--- config.mk ---
export PLATFORM = sky130hd
export DESIGN_NAME = rom_dl_sequencer_flat
export DESIGN_NICKNAME = d
export VERILOG_FILES = /design/src/rtl/rom_dl_sequencer_if.sv /design/src/rtl/rom_dl_sequencer.sv /design/src/flat_wrapper.sv
export SDC_FILE = /design/constraint.sdc
export NUM_CORES = 1
export LEC_CHECK = 0
export ABC_AREA = 0
export BUFFER_PORTS_ARGS = -buffer_cell sky130_fd_sc_hd__buf_2
export CORE_MARGIN = 1
export CORE_UTILIZATION = 50
export CTS_CLUSTER_DIAMETER = 120
export DETAILED_ROUTE_END_ITERATION = 8
export PLACE_DENSITY = 0.74
export SYNTH_ARGS = -nofsm -noshare
export SYNTH_HDL_FRONTEND = slang
export SYNTH_SLANG_ARGS = --single-unit
--- constraint.sdc ---
create_clock -name clk_sys -period 5.3 [get_ports clk_sys]
set_input_delay 1.06 -clock clk_sys [delete_from_list [all_inputs] [get_ports clk_sys]]
set_output_delay 1.06 -clock clk_sys [all_outputs]
set_load 0.01 [all_outputs]
--- src/rtl/rom_dl_sequencer_if.sv ---
// ---------------------------------------------------------------------------
// rom_dl_sequencer_if
//   The hps_io ioctl download stream as seen by the ROM download sequencer.
//   master : the download source (hps_io, or a testbench) drives the stream
//   slave  : rom_dl_sequencer consumes it
// Signals
//   ioctl_download  download in progress
//   ioctl_wr        byte strobe, one cycle per byte
//   ioctl_addr      byte address within the current index
//   ioctl_dout      byte data
//   ioctl_index     download index: 0=ROM, 1=variant, 254=DIP
// ---------------------------------------------------------------------------
interface rom_dl_sequencer_if;
  logic        ioctl_download;
  logic        ioctl_wr;
  logic [24:0] ioctl_addr;
  logic [7:0]  ioctl_dout;
  logic [7:0]  ioctl_index;

  modport master (
    output ioctl_download,
    output ioctl_wr,
    output ioctl_addr,
    output ioctl_dout,
    output ioctl_index
  );

  modport slave (
    input ioctl_download,
    input ioctl_wr,
    input ioctl_addr,
    input ioctl_dout,
    input ioctl_index
  );
endinterface

--- src/rtl/rom_dl_sequencer.sv ---
// ---------------------------------------------------------------------------
// rom_dl_sequencer
//   Sequences the HPS ioctl download stream into the core's loadable
//   resources: index-0 bytes become single-cycle write strobes into the main
//   CPU, sound and wave ROM dprams; index 1 latches the game variant; index
//   254 fills the DIP byte array. dkong_top is held in reset until a complete
//   ROM set has been received and a settle interval has expired.
// Parameters
//   SND_BASE    first byte address of the 4 KiB sound ROM region
//   WAV_BASE    first byte address of the 64 KiB wave ROM region
//   SETTLE_CYC  clk_sys cycles core reset is held after a download ends (>=1)
// Ports
//   clk_sys     system clock
//   reset       synchronous, active-high reset
//   dl          ioctl download stream (slave side)
//   wr_addr     registered dpram write address, region-relative
//   wr_data     registered dpram write data
//   main_we     main ROM write strobe   (0x0000-0x7FFF)
//   snd_we      sound ROM write strobe  (SND_BASE..SND_BASE+0xFFF)
//   wav_we      wave ROM write strobe   (WAV_BASE..WAV_BASE+0xFFFF)
//   game_mod    one-hot {pestplace,radarscope,dk3,dkjr,dk}
//   dip_sw      DIP byte 0
//   core_reset  reset for dkong_top
//   loaded      a complete ROM set has been received
//   err_oob     sticky: an index-0 byte fell outside all regions
//   byte_cnt    index-0 bytes accepted in the current/last load
// ---------------------------------------------------------------------------
module rom_dl_sequencer #(
  parameter logic [24:0] SND_BASE   = 25'h0E000,
  parameter logic [24:0] WAV_BASE   = 25'h10000,
  parameter int unsigned SETTLE_CYC = 1024
) (
  input  logic                clk_sys,
  input  logic                reset,
  rom_dl_sequencer_if.slave   dl,
  output logic [15:0]         wr_addr,
  output logic [7:0]          wr_data,
  output logic                main_we,
  output logic                snd_we,
  output logic                wav_we,
  output logic [4:0]          game_mod,
  output logic [7:0]          dip_sw,
  output logic                core_reset,
  output logic                loaded,
  output logic                err_oob,
  output logic [24:0]         byte_cnt
);

  localparam logic [24:0] MAIN_SIZE = 25'h08000;
  localparam logic [24:0] SND_SIZE  = 25'h01000;
  localparam logic [24:0] WAV_SIZE  = 25'h10000;
  localparam logic [7:0]  IDX_ROM   = 8'd0;
  localparam logic [7:0]  IDX_VAR   = 8'd1;
  localparam logic [7:0]  IDX_DIP   = 8'd254;

  // A one-cycle settle still needs a 1-bit counter holding 0.
  localparam int CNT_W = (SETTLE_CYC > 1) ? $clog2(SETTLE_CYC) : 1;
  localparam logic [CNT_W-1:0] SETTLE_M1 = CNT_W'(SETTLE_CYC - 1);

  typedef enum logic [1:0] {
    S_IDLE,
    S_LOAD,
    S_SETTLE,
    S_RUN
  } state_t;

  // Variant code to one-hot game select; unknown codes fall back to dk.
  function automatic logic [4:0] decode_variant(input logic [7:0] code);
    logic [4:0] onehot;
    case (code)
      8'd0:    onehot = 5'b00001;
      8'd1:    onehot = 5'b00010;
      8'd2:    onehot = 5'b00100;
      8'd3:    onehot = 5'b01000;
      8'd4:    onehot = 5'b10000;
      default: onehot = 5'b00001;
    endcase
    return onehot;
  endfunction

  state_t            state_q;
  state_t            state_d;
  logic              enter_load;
  logic              leave_load;
  logic [CNT_W-1:0]  settle_q;

  logic              rom_start;
  logic              accept;
  logic              in_main;
  logic              in_snd;
  logic              in_wav;
  logic [24:0]       snd_off;
  logic [24:0]       wav_off;

  logic [7:0]        variant_p1;
  logic [7:0]        dip_arr [8];

  assign rom_start = dl.ioctl_download && (dl.ioctl_index == IDX_ROM);

  // ---------------- FSM ----------------
  always_comb begin
    state_d    = state_q;
    enter_load = 1'b0;
    leave_load = 1'b0;
    case (state_q)
      S_IDLE: begin
        if (rom_start) begin
          state_d    = S_LOAD;
          enter_load = 1'b1;
        end
      end
      S_LOAD: begin
        if (!dl.ioctl_download) begin
          state_d    = S_SETTLE;
          leave_load = 1'b1;
        end
      end
      S_SETTLE: begin
        // A new ROM download restarts the load even mid-settle.
        if (rom_start) begin
          state_d    = S_LOAD;
          enter_load = 1'b1;
        end else if (settle_q == '0) begin
          state_d = loaded ? S_RUN : S_IDLE;
        end
      end
      S_RUN: begin
        if (rom_start) begin
          state_d    = S_LOAD;
          enter_load = 1'b1;
        end
      end
      default: state_d = S_IDLE;
    endcase
  end

  always_ff @(posedge clk_sys) begin
    if (reset) begin
      state_q <= S_IDLE;
    end else begin
      state_q <= state_d;
    end
  end

  always_ff @(posedge clk_sys) begin
    if (reset) begin
      settle_q <= '0;
    end else if (leave_load) begin
      settle_q <= SETTLE_M1;
    end else if ((state_q == S_SETTLE) && (settle_q != '0)) begin
      settle_q <= settle_q - 1'b1;
    end
  end

  // Downloads of any index keep the core parked; the state term keeps it
  // parked until the settle interval has run out.
  always_ff @(posedge clk_sys) begin
    core_reset <= reset | (state_q != S_RUN) | dl.ioctl_download;
  end

  // ---------------- region decode ----------------
  assign accept  = dl.ioctl_wr && (dl.ioctl_index == IDX_ROM) && (state_q == S_LOAD);
  assign snd_off = dl.ioctl_addr - SND_BASE;
  assign wav_off = dl.ioctl_addr - WAV_BASE;
  assign in_main = dl.ioctl_addr < MAIN_SIZE;
  assign in_snd  = (dl.ioctl_addr >= SND_BASE) && (snd_off < SND_SIZE);
  assign in_wav  = (dl.ioctl_addr >= WAV_BASE) && (wav_off < WAV_SIZE);

  // ---------------- write stage (1 cycle) ----------------
  always_ff @(posedge clk_sys) begin
    if (reset) begin
      main_we  <= 1'b0;
      snd_we   <= 1'b0;
      wav_we   <= 1'b0;
      wr_addr  <= '0;
      wr_data  <= '0;
      byte_cnt <= '0;
      err_oob  <= 1'b0;
      loaded   <= 1'b0;
    end else begin
      main_we <= 1'b0;
      snd_we  <= 1'b0;
      wav_we  <= 1'b0;

      if (enter_load) begin
        byte_cnt <= '0;
        err_oob  <= 1'b0;
        loaded   <= 1'b0;
      end else if (leave_load) begin
        loaded <= (byte_cnt != '0);
      end

      // accept implies LOAD, so it never coincides with the clear above.
      if (accept) begin
        byte_cnt <= byte_cnt + 25'd1;
        wr_data  <= dl.ioctl_dout;
        if (in_main) begin
          wr_addr <= dl.ioctl_addr[15:0];
          main_we <= 1'b1;
        end else if (in_snd) begin
          wr_addr <= snd_off[15:0];
          snd_we  <= 1'b1;
        end else if (in_wav) begin
          wr_addr <= wav_off[15:0];
          wav_we  <= 1'b1;
        end else begin
          wr_addr <= dl.ioctl_addr[15:0];
          err_oob <= 1'b1;
        end
      end
    end
  end

  // ---------------- variant latch / DIP array ----------------
  // These persist across ROM reloads; only reset clears them.
  always_ff @(posedge clk_sys) begin
    if (reset) begin
      variant_p1 <= '0;
      game_mod   <= 5'b00001;
      for (int i = 0; i < 8; i++) begin
        dip_arr[i] <= '0;
      end
    end else begin
      if (dl.ioctl_wr && (dl.ioctl_index == IDX_VAR)) begin
        variant_p1 <= dl.ioctl_dout;
      end
      // ---- decode stage: game_mod trails the latch by one cycle ----
      game_mod <= decode_variant(variant_p1);
      if (dl.ioctl_wr && (dl.ioctl_index == IDX_DIP) && (dl.ioctl_addr < 25'd8)) begin
        dip_arr[dl.ioctl_addr[2:0]] <= dl.ioctl_dout;
      end
    end
  end

  assign dip_sw = dip_arr[0];

endmodule
--- src/flat_wrapper.sv ---
// flat-port wrapper written by rule: the top's interface ports become plain ports
module rom_dl_sequencer_flat 
#(
  parameter logic [24:0] SND_BASE   = 25'h0E000,
  parameter logic [24:0] WAV_BASE   = 25'h10000,
  parameter int unsigned SETTLE_CYC = 1024
)
  (clk_sys, reset, wr_addr, wr_data, main_we, snd_we, wav_we, game_mod, dip_sw, core_reset, loaded, err_oob, byte_cnt, dl_ioctl_download, dl_ioctl_wr, dl_ioctl_addr, dl_ioctl_dout, dl_ioctl_index);
  rom_dl_sequencer_if dl_i ();
  input  logic clk_sys;
  input  logic reset;
  output logic [15:0] wr_addr;
  output logic [7:0] wr_data;
  output logic main_we;
  output logic snd_we;
  output logic wav_we;
  output logic [4:0] game_mod;
  output logic [7:0] dip_sw;
  output logic core_reset;
  output logic loaded;
  output logic err_oob;
  output logic [24:0] byte_cnt;
  input wire logic [$bits(dl_i.ioctl_download)-1:0] dl_ioctl_download;
  input wire logic [$bits(dl_i.ioctl_wr)-1:0] dl_ioctl_wr;
  input wire logic [$bits(dl_i.ioctl_addr)-1:0] dl_ioctl_addr;
  input wire logic [$bits(dl_i.ioctl_dout)-1:0] dl_ioctl_dout;
  input wire logic [$bits(dl_i.ioctl_index)-1:0] dl_ioctl_index;
  assign dl_i.ioctl_download = dl_ioctl_download;
  assign dl_i.ioctl_wr = dl_ioctl_wr;
  assign dl_i.ioctl_addr = dl_ioctl_addr;
  assign dl_i.ioctl_dout = dl_ioctl_dout;
  assign dl_i.ioctl_index = dl_ioctl_index;
  rom_dl_sequencer #(.SND_BASE(SND_BASE), .WAV_BASE(WAV_BASE), .SETTLE_CYC(SETTLE_CYC)) u_core (.clk_sys(clk_sys), .reset(reset), .dl(dl_i), .wr_addr(wr_addr), .wr_data(wr_data), .main_we(main_we), .snd_we(snd_we), .wav_we(wav_we), .game_mod(game_mod), .dip_sw(dip_sw), .core_reset(core_reset), .loaded(loaded), .err_oob(err_oob), .byte_cnt(byte_cnt));
endmodule
-- Word level (Yosys, flattened, before mapping)
Memory sizes are Yosys's and may differ from the RTL's.
Index checks and enable logic that the tools add are counted.
- word-level logic and storage cells: 98
- memory bits (writable): 64
- output and inout bits: 68
- input port bits: 45
- memories: 1
- bits in registers: 80
- memory list (memory ; words ; bits a word ; read ports ; clocked after Yosys merged registers in ; write ports ; RTL line ; source):
    u_core.dip_arr ; 8 ; 8 ; 1 ; 0 ; 8 ; rom_dl_sequencer.sv:96 ; logic [7:0] dip_arr [8];
- muxes and demuxes: 34
- eq/ne operators: 13
- order comparisons: 6
- reduce and logical (&&, ||, !) cells: 24
- bitwise gates (word level): 3
- add/subtract/negate cells: 4
- operator list (kind ; count):
    2-to-1 mux 25 bit ; 2
    2-to-1 mux 16 bit ; 3
    adder 25 x 1 -> 25 bit (second input constant) ; 1
    >= comparator 25 x 16 -> 1 bit (second input constant) ; 1
    >= comparator 25 x 17 -> 1 bit (second input constant) ; 1
    less-than comparator 25 x 13 -> 1 bit (second input constant) ; 1
    less-than comparator 25 x 16 -> 1 bit (second input constant) ; 1
    less-than comparator 25 x 17 -> 1 bit (second input constant) ; 1
    less-than comparator 25 x 4 -> 1 bit (second input constant) ; 1
    nonzero test 25 bit ; 1
    subtractor 25 x 16 -> 25 bit (second input constant) ; 1
    subtractor 25 x 17 -> 25 bit (second input constant) ; 1
    2-to-1 mux 10 bit ; 2
    one-hot mux 5 bit (4 select lines) ; 1
    2-to-1 mux 1 bit ; 18
    == test 8 x 1 -> 1 bit (second input constant) ; 2
    == test 8 x 2 -> 1 bit (second input constant) ; 2
    zero test 10 bit ; 1
    2-to-1 mux 2 bit ; 5
    nonzero test 10 bit ; 1
    subtractor 10 x 1 -> 10 bit (second input constant) ; 1
    logical AND 1 bit ; 9
    == test 8 x 3 -> 1 bit (second input constant) ; 1
    == test 8 bit (second input constant) ; 1
    other kinds (18) ; 25

-- Depth between registers and ports, before layout
- depth in word-level cells: 9
- depth in mapped cells: 8
- gate-level depth less buffers: 7

-- Worst setup path before layout
No wires, ideal clock.
- path type: in2reg
- start point: input port dl_ioctl_addr[19]
- end point: memory u_core.dip_arr[0][0], enable pin
- arrival: 2678 ps
- cell stages on the path: 5
- path slack: 2313 ps
- data required time: 4990 ps
- path buffers: 0
- cell sequence: or4_1 nor3_1 nand2_1 a2111oi_2 or2_2
- RTL lines (element ; RTL line ; source):
    start, declared ; flat_wrapper.sv:25 ; input wire logic [$bits(dl_i.ioctl_addr)-1:0] dl_ioctl_addr;
    end, declared ; rom_dl_sequencer.sv:96 ;

-- Worst setup path in the final report
- start point: input port dl_ioctl_index[5]
- end point: register u_core.byte_cnt[9]
- cells in the longest elaborated chain, start to end: 5
- ends and longest elaborated chain (element ; RTL line ; source):
    start, declared ; flat_wrapper.sv:27 ; input wire logic [$bits(dl_i.ioctl_index)-1:0] dl_ioctl_index;
    zero test 8 bit * ; rom_dl_sequencer.sv:98, rom_dl_sequencer.sv:162 ;
    logical AND 1 bit ; rom_dl_sequencer.sv:98 ; assign rom_start = dl.ioctl_download && (dl.ioctl_index == IDX_ROM);
    2-to-1 mux 1 bit ; rom_dl_sequencer.sv:107, rom_dl_sequencer.sv:120, rom_dl_sequencer.sv:128 ;
    2-to-1 mux 1 bit ; -- ;
    nonzero test 2 bit (no source line) ; -- ;
    end signal, assigned ; rom_dl_sequencer.sv:195 ; byte_cnt <= byte_cnt + 25'd1;
    end, declared ; rom_dl_sequencer.sv:46 ; output logic [24:0] byte_cnt
Every way passes the cells marked *; elsewhere a longest branch is shown, timed or not.
A chain may end at the register's enable or synchronous reset.

==> results_dict.tcl <==
set metrics [dict create \
    outcome "complete, no violations" \
    h-tree-depth 3 \
    ant_nets 0 \
    cts_tree "done" \
    io_buffers 112 \
    synthArstFlopShare_pct 0 \
    clk_latency_ns 0.35 \
    yosysMostFrequentCell "nand2_1" \
    rr_worst_depth 6 \
    yosysWarnings 0 \
    p_clk_share_pct 30.1 \
    max_stage_delay_ns 0.82 \
    drtIter0Drc 146 \
    peakVddDrop_uv 126 \
    placementRows 32 \
    drc 0 \
    cts_sinks 88 \
    fmax_mhz 319 \
    gp_congestion 0.865 \
    rsz0062_at_grt "false" \
    period_needed_ns 3.13 \
    synth_top_area_share_pct 39.3 \
    final_nets 646 \
    diodes 0 \
    ctsRootBufferMaster "clkbuf_8" \
    cp-start-kind "primary input" \
    synthDistinctLibCells 49 \
    fin_total_pwr_w 0.00150 \
    syn2layout_area_growth_pct 19.9 \
    synthCells 484 \
    fill_cells 707 \
    finalWorstSetupSlack_ns 2.17 \
    p_switching_w 0.000456 \
    ctsHoldBuffers 0 \
    fin_skew_ns 0.00980 \
    p_seq_share_pct 49.3 \
    hp-class "flop to flop" \
    die_h_um 92.3 \
    slowest_stage "nor4_1" \
    via_per_inst 5.67 \
    dp_slack_ns 1.84 \
    vias 3938 \
    synth_area_per_cell_um2 8.42 \
    crit_buf_inv 2 \
    io_pins 113 \
    ys_seq_area_share_pct 45.2 \
    swShare_pct 30.5 \
    die_w_um 92.3 \
    drive_above_1_share_pct 24.1 \
    tightest_slew_ns 0.958 \
    period_share_pct 59.1 \
    dieArea_mm2 0.00852 \
    power_density_mw_per_mm2 306 \
    reg2reg_slack_ns 3.10 \
    grtUsageTotal_pct 24.8 \
    drv_slew 0 \
    grt_max_degree 71 \
    max-cap-violations 0 \
    finalSetupViolCount 0 \
    fp.coreArea_mm2 0.00781 \
    grt_pass1_wl_um 16900 \
    cp.depth 7 \
    worstReg2RegStart "u_core.byte_cnt[0]" \
    syn-cell-area_mm2 0.00408 \
    slew-limit-headroom_pct 35.5 \
    syn-num-nets 542 \
    synth_common_cells "81 x nand2_1, 80 x dfxtp_1, 60 x a21oi_1" \
    finalHoldViolCount 0 \
    numCtsBuffers 9 \
    fin_util_pct 62.6 \
    crit_start "dl_ioctl_index[5]" \
    grt_antenna_before_repair 0 \
    cp_top_family "simple AND/OR/NAND/NOR gates" \
    seq_area_mm2 0.00184 \
    synthFlopType "dfxtp_1" \
    grt_pass1_vias 3536 \
    hpwlAfterDp_um 7480 \
    start_util_pct 52.2 \
    clockBufferDepth 2 \
    drt-pass1-iter-count 4 \
    intPower_w 0.00104 \
    wl_per_cell_um 15.1 \
    netlist_top_cells_area "dfxtp_1 39%, nand2_1 7.5%, a21oi_1 7.4%" \
    power_leakage_nw 1.99 \
    cts_resized 0 \
    critPathCapture "u_core.byte_cnt[9]" \
    reg2reg_to "u_core.byte_cnt[24]" \
    cp.required_ns 5.58 \
    multi_input_area_mm2 0.00207 \
    routed_wl_um 10500 \
    path_cells "buf_2 > nor4_1 > and4_1 > buf_4 > nand4_1 > or2_2 > a21oi_1" \
    cp-end-kind "flop" \
    combinationalPowerShare_pct 20.5 \
    tns_ns 0 \
    worstSetupPathType "primary input to flop" \
    cp_data_arrival_time_ns 3.42 \
    grt_overflow 0 \
    ys_seq_elements 88 \
    yosysTopAreaCell "dfxtp_1" \
    synth_edf_count 8 \
    clkSlewWorstSetupHoldPaths_ns 0.09 \
    post_cts_buffers 0 \
    critPathMaxFanout 39 \
]
## tightest hold or removal path, delay by kind of cell (launching register included)
| kind | cells | cell delay [ns] |
|---|---|---|
| DFF | 1 | 0.31 |
| and+or+nand+nor | 1 | 0.05 |
| AOI/OAI and AO/OA | 1 | 0.05 |
## flip-flops by register name, indices dropped and copies added (netlist names), 2 cells and up
| name | count |
|---|---|
| u_core.byte_cnt | 25 |
| u_core.wr_addr | 16 |
| u_core.wr_data | 8 |
| u_core.variant_p1 | 8 |
| u_core.dip_arr | 8 |
| u_core.state_q | 2 |
| u_core.settle_q | 10 |
| u_core.game_mod | 5 |
## cell families (layout without fill, tap and decap cells)
logic type / after synthesis / in the layout / synth area share [%]
DFF: 88 / 88 / 45.2
muxes: 4 / 4 / 1.01
buffers and inverters: 42 / 151 / 3.99
adders and majority gates: 13 / 13 / 3.99
AOI/OAI and AO/OA: 109 / 109 / 16.6
and+or+nand+nor: 220 / 220 / 27.6
xor gates and xnor gates: 8 / 8 / 1.72
## stage by stage
step / hold slack [ns] / instances / cell area, um2
2_1_floorplan: 0.428 / 484 / 4080
3_3_place_gp: 0.438 / 679 / 4700
3_5_place_dp: 0.445 / 679 / 4700
4_1_cts: 0.457 / 695 / 4890
5_1_grt: 0.474 / 695 / 4890
6_report: 0.455 / 695 / 4890
## power by group through the flow
stage | combinational [W] | clock, W | sequential, W
after floorplan | 0.000228 | 0 | 0.000748
after global placement | 0.000294 | 0 | 0.000752
after detailed placement | 0.000305 | 0 | 0.000753
after CTS | 0.000307 | 0.000458 | 0.000738
after global routing | 0.000347 | 0.000479 | 0.000744
final | 0.000307 | 0.000451 | 0.000738
## metal layers
layer	share of wire (%)	GRT usage (%)	vias up
met5	0	0	-
met4	1.3	10.2	0
met3	7.5	3.61	8
met2	48	40.8	143
met1	43	32.5	1830
li1	-	-	1957
## area by class of cell
cell class                 count  share of cell area (%)
tap                          102                    2.61
sequential                    88                    37.7
multi-input combinational    354                    42.4
clock inverter                 6                   0.819
clock buffer                  10                    3.05
timing repair buffer         115                    11.9
inverter                      20                    1.54
## how the worst min path moves through the flow
stage,from,endpoint,slack [ns],cells after the start
2_1_floorplan,u_core.variant_p1[4],u_core.game_mod[0],0.43,2
5_1_grt,u_core.wr_data[0],u_core.wr_data[0],0.47,2
4_1_cts,u_core.wr_data[5],u_core.wr_data[5],0.46,2
3_5_place_dp,u_core.wr_data[0],u_core.wr_data[0],0.44,2
6_report,u_core.wr_data[5],u_core.wr_data[5],0.45,2
3_3_place_gp,u_core.variant_p1[3],u_core.variant_p1[3],0.44,2
## cell usage in the layout (no fill, tap or decap), drive strengths merged, types with 10 or more instances in the layout
master,n
nor2,25
nor4,15
a21oi,60
o211ai,10
buf,115
nor3,10
inv,22
clkbuf,10
o31ai,11
dfxtp,80
nand2,81
nand3,20
and2,12
ha,13
nand4,11
Note: power is estimated with default switching activity, not from simulation.
